$ cat src/rtl/bcd_pkg.sv
// Shared types and helpers for the BCD <-> binary converters.
package bcd_pkg;

   typedef logic [3:0] bcd_digit_t;

   localparam bcd_digit_t BCD_MAX_DIGIT = 4'd9;

   typedef enum logic [1:0] {
      IDLE = 2'd0,
      CONV = 2'd1,
      DONE = 2'd2
   } bcd_state_t;

   // Bits needed to hold 10**ndigits - 1.
   function automatic int bcd_bin_width(input int ndigits);
      longint p;
      int     w;
      p = 1;
      for (int i = 0; i < ndigits; i++) p = p * 10;
      w = 0;
      while ((longint'(1) << w) < p) w++;
      return w;
   endfunction

endpackage

$ cat src/rtl/bcd_mac10.sv
// Combinational acc*10 + digit, truncated to BIN_W, with an optional invalid-digit flag.
module bcd_mac10
   import bcd_pkg::*;
#(
   parameter int BIN_W    = 14,
   parameter bit CHECK_EN = 1'b1
) (
   input  logic [BIN_W-1:0] acc,
   input  bcd_digit_t       digit,
   output logic [BIN_W-1:0] result,
   output logic             digit_err
);

   // x*10 as x*8 + x*2 keeps the multiply out of a DSP and in plain adders.
   assign result = (acc << 3) + (acc << 1) + BIN_W'(digit);

   generate
      if (CHECK_EN) begin : gen_chk
         assign digit_err = (digit > BCD_MAX_DIGIT);
      end else begin : gen_nochk
         assign digit_err = 1'b0;
      end
   endgenerate

endmodule

$ cat src/rtl/bcd2bin_seq.sv
// Sequential BCD-to-binary converter, one digit per clock MSD first.
// Optional build macro BCD2BIN_ERR_EN adds sticky invalid-digit detection.
module bcd2bin_seq
   import bcd_pkg::*;
#(
   parameter  int NDIGITS = 4,
   localparam int BIN_W   = bcd_bin_width(NDIGITS)
) (
   input  logic                   clk,
   input  logic                   rst_n,
   input  logic [4*NDIGITS-1:0]   in_bcd,
   input  logic                   in_valid,
   output logic                   in_ready,
   output logic [BIN_W-1:0]       out_bin,
   output logic                   out_err,
   output logic                   out_valid,
   input  logic                   out_ready
);

   localparam int CNT_W = 4;

   bcd_state_t           state_reg, state_next;
   logic [BIN_W-1:0]     acc_reg, acc_next;
   logic [4*NDIGITS-1:0] shift_reg, shift_next;
   logic [CNT_W-1:0]     cnt_reg, cnt_next;
   logic [BIN_W-1:0]     mac_result;
   logic                 mac_err;

`ifdef BCD2BIN_ERR_EN
   localparam bit CHECK_EN = 1'b1;
`else
   localparam bit CHECK_EN = 1'b0;
`endif

   bcd_mac10 #(
      .BIN_W    (BIN_W),
      .CHECK_EN (CHECK_EN)
   ) u_mac (
      .acc       (acc_reg),
      .digit     (shift_reg[4*NDIGITS-1 -: 4]),
      .result    (mac_result),
      .digit_err (mac_err)
   );

   always_ff @(posedge clk or negedge rst_n) begin
      if (!rst_n) begin
         state_reg <= IDLE;
         acc_reg   <= '0;
         shift_reg <= '0;
         cnt_reg   <= '0;
      end else begin
         state_reg <= state_next;
         acc_reg   <= acc_next;
         shift_reg <= shift_next;
         cnt_reg   <= cnt_next;
      end
   end

   always_comb begin
      state_next = state_reg;
      acc_next   = acc_reg;
      shift_next = shift_reg;
      cnt_next   = cnt_reg;
      in_ready   = 1'b0;
      out_valid  = 1'b0;
      case (state_reg)
         IDLE: begin
            in_ready = 1'b1;
            if (in_valid) begin
               shift_next = in_bcd;
               acc_next   = '0;
               cnt_next   = '0;
               state_next = CONV;
            end
         end
         CONV: begin
            acc_next   = mac_result;
            shift_next = shift_reg << 4;
            cnt_next   = cnt_reg + CNT_W'(1);
            if (cnt_reg == CNT_W'(NDIGITS - 1)) state_next = DONE;
         end
         DONE: begin
            out_valid = 1'b1;
            if (out_ready) state_next = IDLE;
         end
         default: state_next = IDLE;
      endcase
   end

`ifdef BCD2BIN_ERR_EN
   logic err_reg;

   always_ff @(posedge clk or negedge rst_n) begin
      if (!rst_n) begin
         err_reg <= 1'b0;
      end else if (state_reg == IDLE && in_valid) begin
         err_reg <= 1'b0;
      end else if (state_reg == CONV && mac_err) begin
         err_reg <= 1'b1;
      end
   end

   assign out_err = err_reg;
   assign out_bin = err_reg ? '0 : acc_reg;
`else
   // The multiplier is built without checking, so its flag is a constant 0.
   assign out_err = mac_err;
   assign out_bin = acc_reg;
`endif

endmodule

$ cat config.mk
export PLATFORM = sky130hd
export DESIGN_NAME = bcd2bin_seq
export DESIGN_NICKNAME = d
export VERILOG_FILES = /design/src/rtl/bcd_pkg.sv /design/src/rtl/bcd_mac10.sv /design/src/rtl/bcd2bin_seq.sv
export SDC_FILE = /design/constraint.sdc
export NUM_CORES = 1
export LEC_CHECK = 0
export BUFFER_PORTS_ARGS = -buffer_cell sky130_fd_sc_hd__clkbuf_2
export CAP_MARGIN = 10
export CORE_UTILIZATION = 55
export CTS_CLUSTER_DIAMETER = 60
export DETAILED_ROUTE_END_ITERATION = 10
export GPL_TIMING_DRIVEN = 0
export PLACE_DENSITY = 0.84
export SETUP_SLACK_MARGIN = 0.1
export SLEW_MARGIN = 20
export SYNTH_ARGS = -nofsm -noshare
export SYNTH_HDL_FRONTEND = slang
export SYNTH_SLANG_ARGS = --single-unit
$ cat constraint.sdc
create_clock -name clk -period 3 [get_ports clk]
set_input_delay 0.3 -clock clk [delete_from_list [all_inputs] [get_ports clk]]
set_output_delay 0.3 -clock clk [all_outputs]
set_load 0.01 [all_outputs]
==> results_dict.tcl <==
set metrics [dict create \
    vdd_ir_drop_max_mv 0.537 \
    rsz0062_at_grt "false" \
    wl_per_cell_um 14.5 \
    hold_ws_ns 0.130 \
    tns_ns 0 \
    numCtsBuffers 5 \
    holdBufCountCts 0 \
    synth_area_sq_um 2180 \
    initialDrtViolationCount 92 \
    synth_warnings 0 \
    critPathRequiredTime_ns 3.18 \
    power_mw 3.11 \
    synth_flop_cell "dfrtp_1" \
    power_density_nw_per_um2 1240 \
    dpl_cell_area_sq_um 2410 \
    syn_to_final_growth_pct 14.9 \
    yosysUniqueCellTypes 42 \
    grt_overflow_total 0 \
    die_h_um 64.9 \
    grt_pass1_wl_mm 7.82 \
    drive_gt1_share_pct 22.5 \
    largest_reg_flops 16 \
    finalCriticalPeriod_ns 2.60 \
    synth_area_leaders "dfrtp_1, ha_1, o21ai_0" \
    fp-row-count 22 \
    synth_edf_count 0 \
    die_w_um 64.9 \
    clock_latency_ns 0.29 \
    drcViolationCount 0 \
    end_kind "register" \
    post_synth.cell_area_avg_sq_um 9.95 \
    track_usage_pct 24.7 \
    p_switching_mw 1.38 \
    r2r_start "out_bin[0]" \
    pwr-share-clk_pct 11.4 \
    worstMarginPinSlew_ns 0.914 \
    clkTransAtPathRegs_ns 0.07 \
    finClkSkew_ns 0.00498 \
    ctsResizeCount 0 \
    cts_buffer_depth 2 \
    synthTopCellsByCount "dfrtp_1, nand2_1, ha_1" \
    first_global_vias 1724 \
    place.gp.congestion 0.860 \
    dr.pass1.iters 4 \
    rr_worst_depth 8 \
    regToRegSetupSlack_ns 0.40 \
    fin_crit_sh_pct 86.6 \
    antenna_found_initial 0 \
    critPathLaunchType "register" \
    cts_tree "done" \
    clock.fmax_ghz 0.385 \
    grt_max_degree 37 \
    syn_inst 219 \
    path_max_fanout 6 \
    yosys.area.top_type "dfrtp_1" \
    hold_violations 0 \
    worst_hold_path_type "input pin to asynchronous set/reset pin" \
    io_buffers 35 \
    internal-power_mw 1.72 \
    synthArstFlopShare_pct 100 \
    initial_utilization_pct 58.6 \
    final_nets 306 \
    synth_fp_nets 264 \
    dp_hpwl_mm 3.28 \
    vias 1777 \
    status "completed" \
    final_cell_area_sq_um 2500 \
    core_sq_um 3720 \
    final_cells 310 \
    switching_share_pct 44.5 \
    cap_violations 0 \
    max_slew_margin_pct 39.1 \
    h-tree-depth 2 \
    ioPinCount 37 \
    p_comb_share_pct 60.5 \
    synthMostInstantiatedCell "dfrtp_1" \
    die_area_sq_um 4220 \
    seqPwrFrac_pct 28.0 \
    cts_setup_buffers 0 \
    seq_area_frac_synth_pct 41.4 \
    n_antenna_cell 0 \
    cts_root_buffer "clkbuf_8" \
    leakagePower_nw 1.24 \
    placed_cells 302 \
    antenna_left 0 \
    viasPerCell 5.73 \
    wl_mm 4.50 \
    setup_viol 0 \
    numClockSinks 36 \
    critPathLaunch "out_bin[0]" \
    yosys.area.top_type_share_pct 41.4 \
    report.final.slew_viol_count 0 \
    r2r-end "out_bin[8]" \
    crit_end "out_bin[8]" \
    crit_type "register to register" \
    ys_ff_latch 36 \
    arrival_ns 2.77 \
]
## cells in the final DEF (no fill, tap or decap), types with 2 or more instances in the layout
| cell | synthesis | routed |
|---|---|---|
| and3_1 | 2 | 2 |
| o211ai_1 | 3 | 3 |
| xnor2_1 | 2 | 2 |
| o21ai_0 | 22 | 22 |
| fa_1 | 2 | 2 |
| a21oi_1 | 6 | 6 |
| xor2_1 | 6 | 6 |
| ha_1 | 23 | 23 |
| nor3_1 | 3 | 3 |
| nand3_1 | 6 | 6 |
| clkbuf_2 | 0 | 35 |
| clkbuf_1 | 1 | 3 |
| clkbuf_8 | 0 | 6 |
| o211ai_2 | 2 | 2 |
| a32o_1 | 2 | 2 |
| inv_1 | 10 | 10 |
| a22o_1 | 11 | 11 |
| buf_2 | 9 | 9 |
| nand4_1 | 2 | 2 |
| dfrtp_1 | 36 | 36 |
| nand2_1 | 25 | 25 |
| or3_1 | 3 | 3 |
| a31oi_1 | 3 | 3 |
| nor2_1 | 6 | 6 |
| a22oi_1 | 12 | 12 |
| nor2b_1 | 4 | 4 |
## routing by layer
metal  up-vias  GRT usage, %  wire (um)
met3         8          5.99        182
met2        42          43.1       2210
met4         0          8.06         60
met1       851          29.6       2040
li1        876             -          -
met5         -             0          0
## cell type report
cell class / count / area, sq um
plain buffers: 12 / 60.1
multi-input cells: 161 / 1180
fillers: 310 / 1210
flip-flops and latches: 36 / 901
clock buffers: 8 / 90.1
well taps: 48 / 60.1
inverters: 10 / 37.5
repair buffers: 35 / 175
## critical path, cell delays in order, from the launching register on
cell and delay (ns):
dfrtp_1 0.41, inv_1 0.08, fa_1 0.53, fa_1 0.52, nor2b_4 0.15, o211ai_2 0.09
a21boi_2 0.27, o21ai_0 0.15, a32o_1 0.28
## power groups by stage
stage / clock network, mW / registers, mW / logic, mW
after floorplan: 0 / 0.879 / 1.42
after global placement: 0 / 0.869 / 1.81
after detailed placement: 0 / 0.879 / 1.89
after CTS: 0.370 / 0.871 / 1.89
after global routing: 0.393 / 0.897 / 2.14
final: 0.356 / 0.871 / 1.88
## how the worst min path moves through the flow
| stage | start | end | cells after the start |
|---|---|---|---|
| detailed placement | shift_reg[5] | shift_reg[5] | 2 |
| global placement | shift_reg[15] | shift_reg[15] | 2 |
| floorplan | rst_n | cnt_reg[0] | 0 |
| global route | rst_n | out_bin[4] | 1 |
| CTS | rst_n | out_bin[4] | 1 |
| finish | rst_n | out_bin[4] | 1 |
## through the flow
step           worst slack (ns)  util [%]
2_1_floorplan             0.630         -
3_3_place_gp              0.530      64.9
3_5_place_dp              0.451      64.9
4_1_cts                   0.425      67.4
5_1_grt                   0.324      67.4
6_report                  0.401      67.4
## cells by family (layout without fill, tap and decap cells)
group	count (synthesis)	count (layout)	share of synthesized area, %
flops	36	36	41.4
other cells	1	1	0.172
fa+ha+maj	25	25	15.0
xor+xnor	8	8	3.22
buf+inv	22	65	4.48
simple gates	55	55	12.1
compound gates	71	71	23.1
mux	1	1	0.517
No activity file was read; power rests on OpenSTA's default activity.
